<file path="config.mk">
export PLATFORM = sky130hd
export DESIGN_NAME = xif_mac_coproc_flat
export DESIGN_NICKNAME = d
export VERILOG_FILES = /design/src/rtl/xif_mac_coproc_if.sv /design/src/rtl/xif_mac_coproc.sv /design/src/flat_wrapper.sv
export SDC_FILE = /design/constraint.sdc
export NUM_CORES = 1
export LEC_CHECK = 0
export BUFFER_PORTS_ARGS = -buffer_cell sky130_fd_sc_hd__buf_4
export CORE_MARGIN = 4
export CORE_UTILIZATION = 57
export CTS_CLUSTER_DIAMETER = 100
export DETAILED_ROUTE_END_ITERATION = 8
export GPL_ROUTABILITY_DRIVEN = 1
export PLACE_DENSITY = 0.91
export SLEW_MARGIN = 20
export SYNTH_ARGS = -nofsm -noshare
export SYNTH_HDL_FRONTEND = slang
export SYNTH_SLANG_ARGS = --single-unit
</file>
<file path="constraint.sdc">
create_clock -name clk_i -period 5.5 [get_ports clk_i]
set_input_delay 1.65 -clock clk_i [delete_from_list [all_inputs] [get_ports clk_i]]
set_output_delay 1.65 -clock clk_i [all_outputs]
set_load 0.05 [all_outputs]
</file>
<file path="src/rtl/xif_mac_coproc_if.sv">
// eXtension-interface channels between the core (master) and the MAC coprocessor (slave).
// Signal names follow the core-side X_EXT port list so the wiring reads one-to-one.
interface xif_mac_coproc_if #(
  parameter int X_ID_WIDTH = 4
);
  logic                  issue_valid_i;
  logic                  issue_ready_o;
  logic [31:0]           issue_instr_i;
  logic [X_ID_WIDTH-1:0] issue_id_i;
  logic [31:0]           issue_rs0_i;
  logic [31:0]           issue_rs1_i;
  logic [1:0]            issue_rs_valid_i;
  logic                  issue_accept_o;
  logic                  issue_writeback_o;

  logic                  commit_valid_i;
  logic [X_ID_WIDTH-1:0] commit_id_i;
  logic                  commit_kill_i;

  logic                  result_valid_o;
  logic                  result_ready_i;
  logic [X_ID_WIDTH-1:0] result_id_o;
  logic [31:0]           result_data_o;
  logic [4:0]            result_rd_o;
  logic                  result_we_o;

  modport master (
    output issue_valid_i, issue_instr_i, issue_id_i, issue_rs0_i, issue_rs1_i, issue_rs_valid_i,
    output commit_valid_i, commit_id_i, commit_kill_i, result_ready_i,
    input  issue_ready_o, issue_accept_o, issue_writeback_o,
    input  result_valid_o, result_id_o, result_data_o, result_rd_o, result_we_o
  );

  modport slave (
    input  issue_valid_i, issue_instr_i, issue_id_i, issue_rs0_i, issue_rs1_i, issue_rs_valid_i,
    input  commit_valid_i, commit_id_i, commit_kill_i, result_ready_i,
    output issue_ready_o, issue_accept_o, issue_writeback_o,
    output result_valid_o, result_id_o, result_data_o, result_rd_o, result_we_o
  );
endinterface

</file>
<file path="src/rtl/xif_mac_coproc.sv">
// Single-issue X-interface coprocessor: custom-0 MAC / CLR / RDACC on a 32-bit accumulator,
// with a radix-2^BITS_PER_CYCLE sequential shift-add multiplier.
module xif_mac_coproc #(
  parameter int          X_ID_WIDTH     = 4,
  parameter int          BITS_PER_CYCLE = 1,
  parameter logic [6:0]  OPCODE         = 7'h0B
) (
  input  logic               clk_i,
  input  logic               rst_ni,
  xif_mac_coproc_if.slave    xif,
  output logic               busy_o,
  output logic [31:0]        acc_o
);

  typedef enum logic [1:0] {IDLE, WAIT_COMMIT, EXEC, RESULT} state_t;

  localparam int         N_STEPS   = 32 / BITS_PER_CYCLE;
  localparam logic [4:0] LAST_STEP = 5'(N_STEPS - 1);
  localparam logic [2:0] F3_MAC    = 3'b000;
  localparam logic [2:0] F3_CLR    = 3'b001;
  localparam logic [2:0] F3_RDACC  = 3'b010;

  state_t                state_q, state_d;
  logic [X_ID_WIDTH-1:0] id_q;
  logic [4:0]            rd_q;
  logic [2:0]            f3_q;
  logic [31:0]           mcand_q, mplier_q, prod_q, partial, prod_next;
  logic [4:0]            cnt_q;
  logic [31:0]           acc_q, res_data_q;

  logic [2:0] issue_f3;
  logic       match, operands_ok, issue_fire, issue_commit, wait_commit;
  logic       ctl_start;
  logic [2:0] cur_f3;
  logic       unused_instr;

  // Decode is purely combinational and ignores state; only the handshake depends on IDLE.
  assign issue_f3    = xif.issue_instr_i[14:12];
  assign match       = (xif.issue_instr_i[6:0] == OPCODE) &&
                       (issue_f3 == F3_MAC || issue_f3 == F3_CLR || issue_f3 == F3_RDACC);
  assign operands_ok = (issue_f3 != F3_MAC) || (xif.issue_rs_valid_i == 2'b11);
  assign unused_instr = ^xif.issue_instr_i[31:15];

  assign xif.issue_accept_o    = xif.issue_valid_i & match & operands_ok;
  assign xif.issue_writeback_o = xif.issue_accept_o;
  assign xif.issue_ready_o     = (state_q == IDLE);

  assign issue_fire   = xif.issue_accept_o & (state_q == IDLE);
  assign issue_commit = xif.commit_valid_i & (xif.commit_id_i == xif.issue_id_i);
  assign wait_commit  = xif.commit_valid_i & (xif.commit_id_i == id_q);
  assign cur_f3       = (state_q == IDLE) ? issue_f3 : f3_q;

  // NOTE: every always_comb output gets a default first so no path can infer a latch.
  always_comb begin
    state_d = state_q;
    unique case (state_q)
      IDLE: begin
        if (issue_fire) begin
          if (!issue_commit)             state_d = WAIT_COMMIT;
          else if (!xif.commit_kill_i)   state_d = (issue_f3 == F3_MAC) ? EXEC : RESULT;
        end
      end
      WAIT_COMMIT: begin
        if (wait_commit)
          state_d = xif.commit_kill_i ? IDLE : ((f3_q == F3_MAC) ? EXEC : RESULT);
      end
      EXEC:    if (cnt_q == LAST_STEP)     state_d = RESULT;
      RESULT:  if (xif.result_ready_i)     state_d = IDLE;
      default:                             state_d = IDLE;
    endcase
  end

  // CLR/RDACC snapshot the accumulator on the way into RESULT.
  assign ctl_start = (state_d == RESULT) && (state_q == IDLE || state_q == WAIT_COMMIT);

  always_comb begin
    partial = '0;
    for (int b = 0; b < BITS_PER_CYCLE; b++)
      if (mplier_q[b]) partial = partial + (mcand_q << b);
  end
  assign prod_next = prod_q + partial;

  // NOTE: sequential state uses non-blocking assignments so all registers update together.
  always_ff @(posedge clk_i or negedge rst_ni) begin
    if (!rst_ni) state_q <= IDLE;
    else         state_q <= state_d;
  end

  // NOTE: these are plain flops, not a memory, so all of them are reset to keep outputs defined.
  always_ff @(posedge clk_i or negedge rst_ni) begin
    if (!rst_ni) begin
      id_q       <= '0;
      rd_q       <= '0;
      f3_q       <= '0;
      mcand_q    <= '0;
      mplier_q   <= '0;
      prod_q     <= '0;
      cnt_q      <= '0;
      acc_q      <= '0;
      res_data_q <= '0;
    end else begin
      if (issue_fire) begin
        id_q     <= xif.issue_id_i;
        rd_q     <= xif.issue_instr_i[11:7];
        f3_q     <= issue_f3;
        mcand_q  <= xif.issue_rs0_i;
        mplier_q <= xif.issue_rs1_i;
        prod_q   <= '0;
        cnt_q    <= '0;
      end
      if (state_q == EXEC) begin
        mcand_q  <= mcand_q << BITS_PER_CYCLE;
        mplier_q <= mplier_q >> BITS_PER_CYCLE;
        prod_q   <= prod_next;
        cnt_q    <= cnt_q + 5'd1;
        if (cnt_q == LAST_STEP) begin
          acc_q      <= acc_q + prod_next;
          res_data_q <= acc_q + prod_next;
        end
      end
      if (ctl_start) begin
        res_data_q <= acc_q;
        if (cur_f3 == F3_CLR) acc_q <= '0;
      end
    end
  end

  assign xif.result_valid_o = (state_q == RESULT);
  assign xif.result_we_o    = xif.result_valid_o;
  assign xif.result_id_o    = xif.result_valid_o ? id_q       : '0;
  assign xif.result_rd_o    = xif.result_valid_o ? rd_q       : '0;
  assign xif.result_data_o  = xif.result_valid_o ? res_data_q : '0;

  assign busy_o = (state_q != IDLE);
  assign acc_o  = acc_q;

endmodule

</file>
<file path="src/flat_wrapper.sv">
// flat-port wrapper written by rule: the top's interface ports become plain ports
module xif_mac_coproc_flat 
#(
  parameter int          X_ID_WIDTH     = 4,
  parameter int          BITS_PER_CYCLE = 1,
  parameter logic [6:0]  OPCODE         = 7'h0B
)
  (clk_i, rst_ni, busy_o, acc_o, xif_issue_valid_i, xif_issue_instr_i, xif_issue_id_i, xif_issue_rs0_i, xif_issue_rs1_i, xif_issue_rs_valid_i, xif_commit_valid_i, xif_commit_id_i, xif_commit_kill_i, xif_result_ready_i, xif_issue_ready_o, xif_issue_accept_o, xif_issue_writeback_o, xif_result_valid_o, xif_result_id_o, xif_result_data_o, xif_result_rd_o, xif_result_we_o);
  xif_mac_coproc_if #(.X_ID_WIDTH(X_ID_WIDTH)) xif_i ();
  input  logic clk_i;
  input  logic rst_ni;
  output logic busy_o;
  output logic [31:0] acc_o;
  input wire logic [$bits(xif_i.issue_valid_i)-1:0] xif_issue_valid_i;
  input wire logic [$bits(xif_i.issue_instr_i)-1:0] xif_issue_instr_i;
  input wire logic [$bits(xif_i.issue_id_i)-1:0] xif_issue_id_i;
  input wire logic [$bits(xif_i.issue_rs0_i)-1:0] xif_issue_rs0_i;
  input wire logic [$bits(xif_i.issue_rs1_i)-1:0] xif_issue_rs1_i;
  input wire logic [$bits(xif_i.issue_rs_valid_i)-1:0] xif_issue_rs_valid_i;
  input wire logic [$bits(xif_i.commit_valid_i)-1:0] xif_commit_valid_i;
  input wire logic [$bits(xif_i.commit_id_i)-1:0] xif_commit_id_i;
  input wire logic [$bits(xif_i.commit_kill_i)-1:0] xif_commit_kill_i;
  input wire logic [$bits(xif_i.result_ready_i)-1:0] xif_result_ready_i;
  output wire logic [$bits(xif_i.issue_ready_o)-1:0] xif_issue_ready_o;
  output wire logic [$bits(xif_i.issue_accept_o)-1:0] xif_issue_accept_o;
  output wire logic [$bits(xif_i.issue_writeback_o)-1:0] xif_issue_writeback_o;
  output wire logic [$bits(xif_i.result_valid_o)-1:0] xif_result_valid_o;
  output wire logic [$bits(xif_i.result_id_o)-1:0] xif_result_id_o;
  output wire logic [$bits(xif_i.result_data_o)-1:0] xif_result_data_o;
  output wire logic [$bits(xif_i.result_rd_o)-1:0] xif_result_rd_o;
  output wire logic [$bits(xif_i.result_we_o)-1:0] xif_result_we_o;
  assign xif_i.issue_valid_i = xif_issue_valid_i;
  assign xif_i.issue_instr_i = xif_issue_instr_i;
  assign xif_i.issue_id_i = xif_issue_id_i;
  assign xif_i.issue_rs0_i = xif_issue_rs0_i;
  assign xif_i.issue_rs1_i = xif_issue_rs1_i;
  assign xif_i.issue_rs_valid_i = xif_issue_rs_valid_i;
  assign xif_i.commit_valid_i = xif_commit_valid_i;
  assign xif_i.commit_id_i = xif_commit_id_i;
  assign xif_i.commit_kill_i = xif_commit_kill_i;
  assign xif_i.result_ready_i = xif_result_ready_i;
  assign xif_issue_ready_o = xif_i.issue_ready_o;
  assign xif_issue_accept_o = xif_i.issue_accept_o;
  assign xif_issue_writeback_o = xif_i.issue_writeback_o;
  assign xif_result_valid_o = xif_i.result_valid_o;
  assign xif_result_id_o = xif_i.result_id_o;
  assign xif_result_data_o = xif_i.result_data_o;
  assign xif_result_rd_o = xif_i.result_rd_o;
  assign xif_result_we_o = xif_i.result_we_o;
  xif_mac_coproc #(.X_ID_WIDTH(X_ID_WIDTH), .BITS_PER_CYCLE(BITS_PER_CYCLE), .OPCODE(OPCODE)) u_core (.clk_i(clk_i), .rst_ni(rst_ni), .xif(xif_i), .busy_o(busy_o), .acc_o(acc_o));
endmodule
</file>
# Word level (Yosys, flattened, before mapping)

Cells that the tools add are included.

Add/subtract/negate cells: 3
Eq/ne operators: 12
Muxes and demuxes: 30
Bitwise logic cells: 5
Reduce and logical (&&, ||, !) cells: 15

Operator list:

| operator                                      | number |
|---|---|
| 2-to-1 mux 32 bit                             | 15 |
| adder 32 bit                                  | 2 |
| 2-to-1 mux 5 bit                              | 3 |
| 2-to-1 mux 2 bit                              | 7 |
| == test 2 bit, second input constant          | 4 |
| == test 4 bit                                 | 2 |
| one-hot mux 2 bit (4 select lines)            | 1 |
| nonzero test 2 bit                            | 4 |
| == test 7 x 4 -> 1 bit, second input constant | 1 |
| == test 3 x 1 -> 1 bit, second input constant | 2 |
| logical NOT 3 bit                             | 2 |
| adder 5 x 1 -> 5 bit, second input constant   | 1 |
| AND 1 bit                                     | 5 |
| == test 5 bit, second input constant          | 1 |
| logical OR 1 bit                              | 4 |
| 2-to-1 mux 4 bit                              | 1 |
| == test 3 x 2 -> 1 bit, second input constant | 1 |
| 2-to-1 mux 3 bit                              | 1 |
| nonzero test 3 bit                            | 1 |
| == test 2 x 1 -> 1 bit, second input constant | 1 |
| logical AND 1 bit                             | 2 |
| logical NOT 2 bit                             | 1 |
| 2-to-1 mux 1 bit                              | 2 |
| AND reduction 2 bit                           | 1 |

Bits in registers: 179
Input port bits: 112
Output and inout bits: 79
Logic and storage cells: 75

# Longest topological paths before layout

Word-level depth: 13
Depth in mapped cells: 24

# Worst setup path before layout

No wires, ideal clock.

Path kind: input to output
From: input xif_issue_instr_i[12]
To: output xif_issue_writeback_o
Arrival time: 3.412 ns
Required time: 3.850 ns
Path slack: 0.438 ns
Cell stages on the path: 3
Cells stage by stage: a211o_1 nor4_2 buf_4

Longest elaborated chain between the ends: 6
Elaborated cells between the ends (all ways): 10
Those cells by class: eq/ne (2); bitwise (2); reduce/logical (6)

Ends and longest elaborated chain:

| item                                                               | line                 | text |
|---|---|---|
| from (decl)                                                        | flat_wrapper.sv:15   | `input wire logic [$bits(xif_i.issue_instr_i)-1:0] xif_issue_instr_i;` |
| == test 3 x 1 -> 1 bit / logical NOT 3 bit (equally long branches) | xif_mac_coproc.sv:40 | `(issue_f3 == F3_MAC \|\| issue_f3 == F3_CLR \|\| issue_f3 == F3_RDACC);` |
| logical OR 1 bit (2 in a row)                                      | xif_mac_coproc.sv:40 |  |
| logical AND 1 bit                                                  | xif_mac_coproc.sv:39 | `assign match = (xif.issue_instr_i[6:0] == OPCODE) &&` |
| AND 1 bit                                                          | xif_mac_coproc.sv:44 | `assign xif.issue_accept_o = xif.issue_valid_i & match & operands_ok;` |
| AND 1 bit (*)                                                      | xif_mac_coproc.sv:44 |  |
| to (decl)                                                          | flat_wrapper.sv:26   | `output wire logic [$bits(xif_i.issue_writeback_o)-1:0] xif_issue_writeback_o;` |

Mark *: on every way between the ends. The rest lies on a longest branch, timed or not.

# Final worst setup path

From: register u_core.mplier_q[0]
To: register u_core.acc_q[31] (netlist: u_core.acc_o[31])

Longest elaborated chain between the ends: 7

Ends and longest elaborated chain:

| item                   | line                  | text |
|---|---|---|
| from (decl)            | xif_mac_coproc.sv:27  | `logic [31:0] mcand_q, mplier_q, prod_q, partial, prod_next;` |
| from (signal assigned) | xif_mac_coproc.sv:107 | `mplier_q <= xif.issue_rs1_i;` |
| from (signal assigned) | xif_mac_coproc.sv:113 | `mplier_q <= mplier_q >> BITS_PER_CYCLE;` |
| 2-to-1 mux 32 bit (*)  | xif_mac_coproc.sv:79  | `if (mplier_q[b]) partial = partial + (mcand_q << b);` |
| adder 32 bit (*)       | xif_mac_coproc.sv:81  | `assign prod_next = prod_q + partial;` |
| adder 32 bit (*)       | xif_mac_coproc.sv:117 | `acc_q <= acc_q + prod_next;` |
| 2-to-1 mux 32 bit (*)  | xif_mac_coproc.sv:116 | `if (cnt_q == LAST_STEP) begin` |
| 2-to-1 mux 32 bit (*)  | xif_mac_coproc.sv:111 | `if (state_q == EXEC) begin` |
| 2-to-1 mux 32 bit      | xif_mac_coproc.sv:123 | `if (cur_f3 == F3_CLR) acc_q <= '0;` |
| 2-to-1 mux 32 bit (*)  | xif_mac_coproc.sv:121 | `if (ctl_start) begin` |
| to (signal assigned)   | xif_mac_coproc.sv:117 |  |
| to (decl)              | xif_mac_coproc.sv:29  | `logic [31:0] acc_q, res_data_q;` |

Marks and branches as above.
A chain may end at the register's enable or synchronous reset.

==> impl_metrics.yaml <==
finish:
  nFillCells: 1469
  nets: 1584
  seq_area_mm2: 0.004481
  area_growth_syn_to_layout_pct: 19.62
  drive_gt1_frac: 0.1908
  finalNonFillerCells: 1680
  final_core_util: 0.6921
  antenna_cells: 0
  multi_input_area_mm2: 0.006440
hold_path:
  hp-start: "u_core.mplier_q[25]"
  hp-class: "reg -> reg"
  whs_path_depth: 2
  min_delay_worst_endpoint: "u_core.mplier_q[24]"
synthesis:
  synth_edf_count: 0
  synth_area_mm2: 0.01122
  synth_fp_nets: 1436
  yosys_warnings: 0
  synthFlopType: "dfrtp_1"
  synthArstFlopShare: 1.000
  synth_area_per_cell_um2: 8.944
  synth_seq_cells: 179
  yosys.cell_types.count: 66
  syn_inst: 1255
  yosysSeqAreaShare: 0.3991
timing:
  setup_violations: 0
  fmax_mhz: 192.8
  post-route-period-util: 0.9432
  rsz0062_at_grt: "false"
  fin_ws_ns: 0.3124
  fin_setup_tns_ns: 0
  maxSlewViolCount: 0
  layout_min_cycle_time_ns: 5.188
  worst_slew_pin_slew_ns: 0.8503
  clock_skew_ns: 0.01138
  relSlewSlack: 0.4325
  finalHoldViolations: 0
drt:
  wire_per_inst_um: 17.28
  drtPass1Iterations: 6
  drtAntennaViolNets: 0
  vias: 9969
  viasPerCell: 5.934
  drc_errors: 0
  routed_wirelength_um: 29030
  drt-initial-drc-count: 638
setup_path:
  arrival_ns: 5.55
  r2r_setup_slack_ns: 0.31
  worstPathRequired_ns: 5.86
  r2r.worst_path.cells: 20
  worstPathMaxFanout: 11
  cp-end-kind: "flop"
  start_kind: "flop"
  timing.rr.start: "u_core.mplier_q[0]"
  r2r_end: "u_core.acc_o[31]"
  critPathKind: "reg -> reg"
clocking:
  clk_latency_ns: 0.44
  clk_path_buf_depth: 2
  cts-htree-levels: 4
  tritoncts: "done"
  cts_hold_buf: 0
  path_clk_slew_ns: 0.07
  cts_buffers: 17
  cts_root_buf: "clkbuf_16"
  clock_sinks: 179
floorplan:
  die_h_um: 148.3
  num_rows: 51
  initial_core_util: 0.5786
  fp.dieArea_mm2: 0.02200
  die_w_um: 148.3
  ios: 191
  core_mm2: 0.01940
power_and_ir_drop:
  ir_drop_v: 0.0002973
  power_mw: 7.066
  power_density_mw_per_mm2: 526.3
  leakage_nw: 7.197
placement:
  portBuffers: 173
  numPlacedInstances: 1647
  finalWeightedCongestion: 0.9053
  hpwl_um: 21100
  dp_slack_ns: 0.1731
run_status:
  status: "complete, no violations"
global_route:
  grt_max_degree: 136
  grt_usage: 0.2635
  grt_antenna_before_repair: 0
  first_global_vias: 9747
  grt_pass1_wl_um: 47860
  grt_overflow: 0
flow_run:
  drv_cap: 0
[where the power goes]
| part | internal (mW) | switching, mW | total (mW) |
|---|---|---|---|
| sequential | 1.75 | 0.394 | 2.15 |
| combinational | 1.44 | 2.26 | 3.70 |
| clock | 0.687 | 0.536 | 1.22 |
| total | 3.88 | 3.19 | 7.07 |
[cells by family after synthesis]
logic type,share of synthesized area
buf+inv,0.03255
xor+xnor,0.04682
simple gates,0.1844
mux,0.06722
fa+ha+maj,0.07825
compound gates,0.1917
flops,0.3991
[flip-flops by register name (all words and copies together) (netlist names)]
register,count
u_core.acc_o,32
u_core.mcand_q,32
u_core.mplier_q,32
u_core.prod_q,32
u_core.res_data_q,32
u_core.cnt_q,5
u_core.rd_q,5
u_core.id_q,4
u_core.f3_q,3
u_core.state_q,2
[metal layers]
| layer | track usage | routed length, um | up-vias |
|---|---|---|---|
| met4 | 0.07529 | 623 | 0 |
| met2 | 0.4396 | 13780 | 405 |
| li1 | - | - | 4764 |
| met1 | 0.3461 | 12360 | 4723 |
| met3 | 0.06216 | 2263 | 77 |
| met5 | 0 | 0 | - |
[worst max-delay path by stage]
stage	endpoint	slack (ns)	start
3_3_place_gp	u_core.acc_o[31]	0.31	u_core.mplier_q[0]
3_5_place_dp	u_core.res_data_q[29]	0.17	u_core.mplier_q[0]
2_1_floorplan	xif_issue_writeback_o	0.44	xif_issue_instr_i[12]
5_1_grt	u_core.res_data_q[29]	0.02	u_core.mplier_q[0]
6_report	u_core.acc_o[31]	0.31	u_core.mplier_q[0]
4_1_cts	u_core.res_data_q[29]	0.14	u_core.mplier_q[0]
[cell usage in the layout (no fill, tap or decap), types with 25 or more instances in the layout]
| master | Yosys | layout |
|---|---|---|
| nand2_1 | 212 | 210 |
| o21ai_0 | 112 | 111 |
| dfrtp_1 | 179 | 178 |
| ha_1 | 67 | 66 |
| buf_4 | 2 | 195 |
| and3_1 | 57 | 57 |
| a21oi_1 | 86 | 84 |
| mux2i_1 | 63 | 63 |
| nand3_1 | 43 | 43 |
| nor2_1 | 33 | 32 |
| a21o_1 | 42 | 42 |
| xnor2_1 | 35 | 34 |
| xor2_1 | 25 | 25 |
| and2_1 | 32 | 32 |
[synth_stat cells (all sizes together) (2+ instances only)]
cell,instances,area [um^2]
and4,2,17.52
o211ai,3,22.52
a221o,2,20.02
a211oi,6,45.04
buf,18,91.33
or4,2,15.01
nor3b,2,15.01
o2111ai,2,17.52
nand4,8,50.05
or3,6,37.54
a31o,3,26.28
a221oi,3,43.80
and2,32,200.2
nand2,212,795.8
xnor2,35,306.5
or2,3,18.77
o21bai,11,86.33
a21boi,3,26.28
a22o,11,96.34
xor2,25,219.0
nor2b,10,62.56
inv,22,82.58
a311oi,2,23.77
a21oi,89,456.7
mux2i,63,630.6
a22oi,19,142.6
dfrtp,179,4479
clkbuf,51,191.4
o21a,6,45.04
and3,57,356.6
o21ai,118,594.3
a31oi,10,62.56
nand2b,3,18.77
a211o,3,26.28
o22ai,2,12.51
nor2,34,130.1
mux2,11,123.9
nor3,16,80.08
a2111oi,4,36.29
ha,67,838.3
a21o,42,315.3
nor4,3,25.02
nand3,43,215.2
nand3b,3,22.52
fa,2,40.04
[metrics by stage]
step | cell area (um^2) | hold slack [ns]
final | 13430 | 0.4826
after CTS | 13370 | 0.4830
after floorplan | 11220 | 0.4429
after global routing | 13430 | 0.5091
after detailed placement | 12780 | 0.4688
after global placement | 12780 | 0.4579
[critical path: stages (launching register included)]
cell and delay, ns:
dfrtp_2 0.46, buf_4 0.19, and2_1 0.14, ha_1 0.35, a21o_1 0.18, a21oi_1 0.14, nor2b_1 0.07, a311oi_2 0.35
a211oi_1 0.13, a211o_1 0.36, a221o_1 0.37, a21oi_2 0.16, xnor2_1 0.19, ha_1 0.35, a21o_1 0.23, a21oi_1 0.19
or3b_2 0.48, o221ai_1 0.19, xor2_1 0.10, or3_1 0.34, a21oi_1 0.13
[area by class of cell]
class / instances / area share
flip-flops and latches: 179 / 0.3337
inverters: 22 / 0.006150
well taps: 265 / 0.02469
repair buffers: 198 / 0.1122
multi-input cells: 985 / 0.4796
clock inverters: 13 / 0.01090
clock buffers: 18 / 0.03271
[what timing repair did]
item,in CTS,in global routing
endpoints found under the setup margin,0,15
buffers inserted,0,2
resized for setup,0,10
Note: power is estimated with default switching activity, not from simulation.
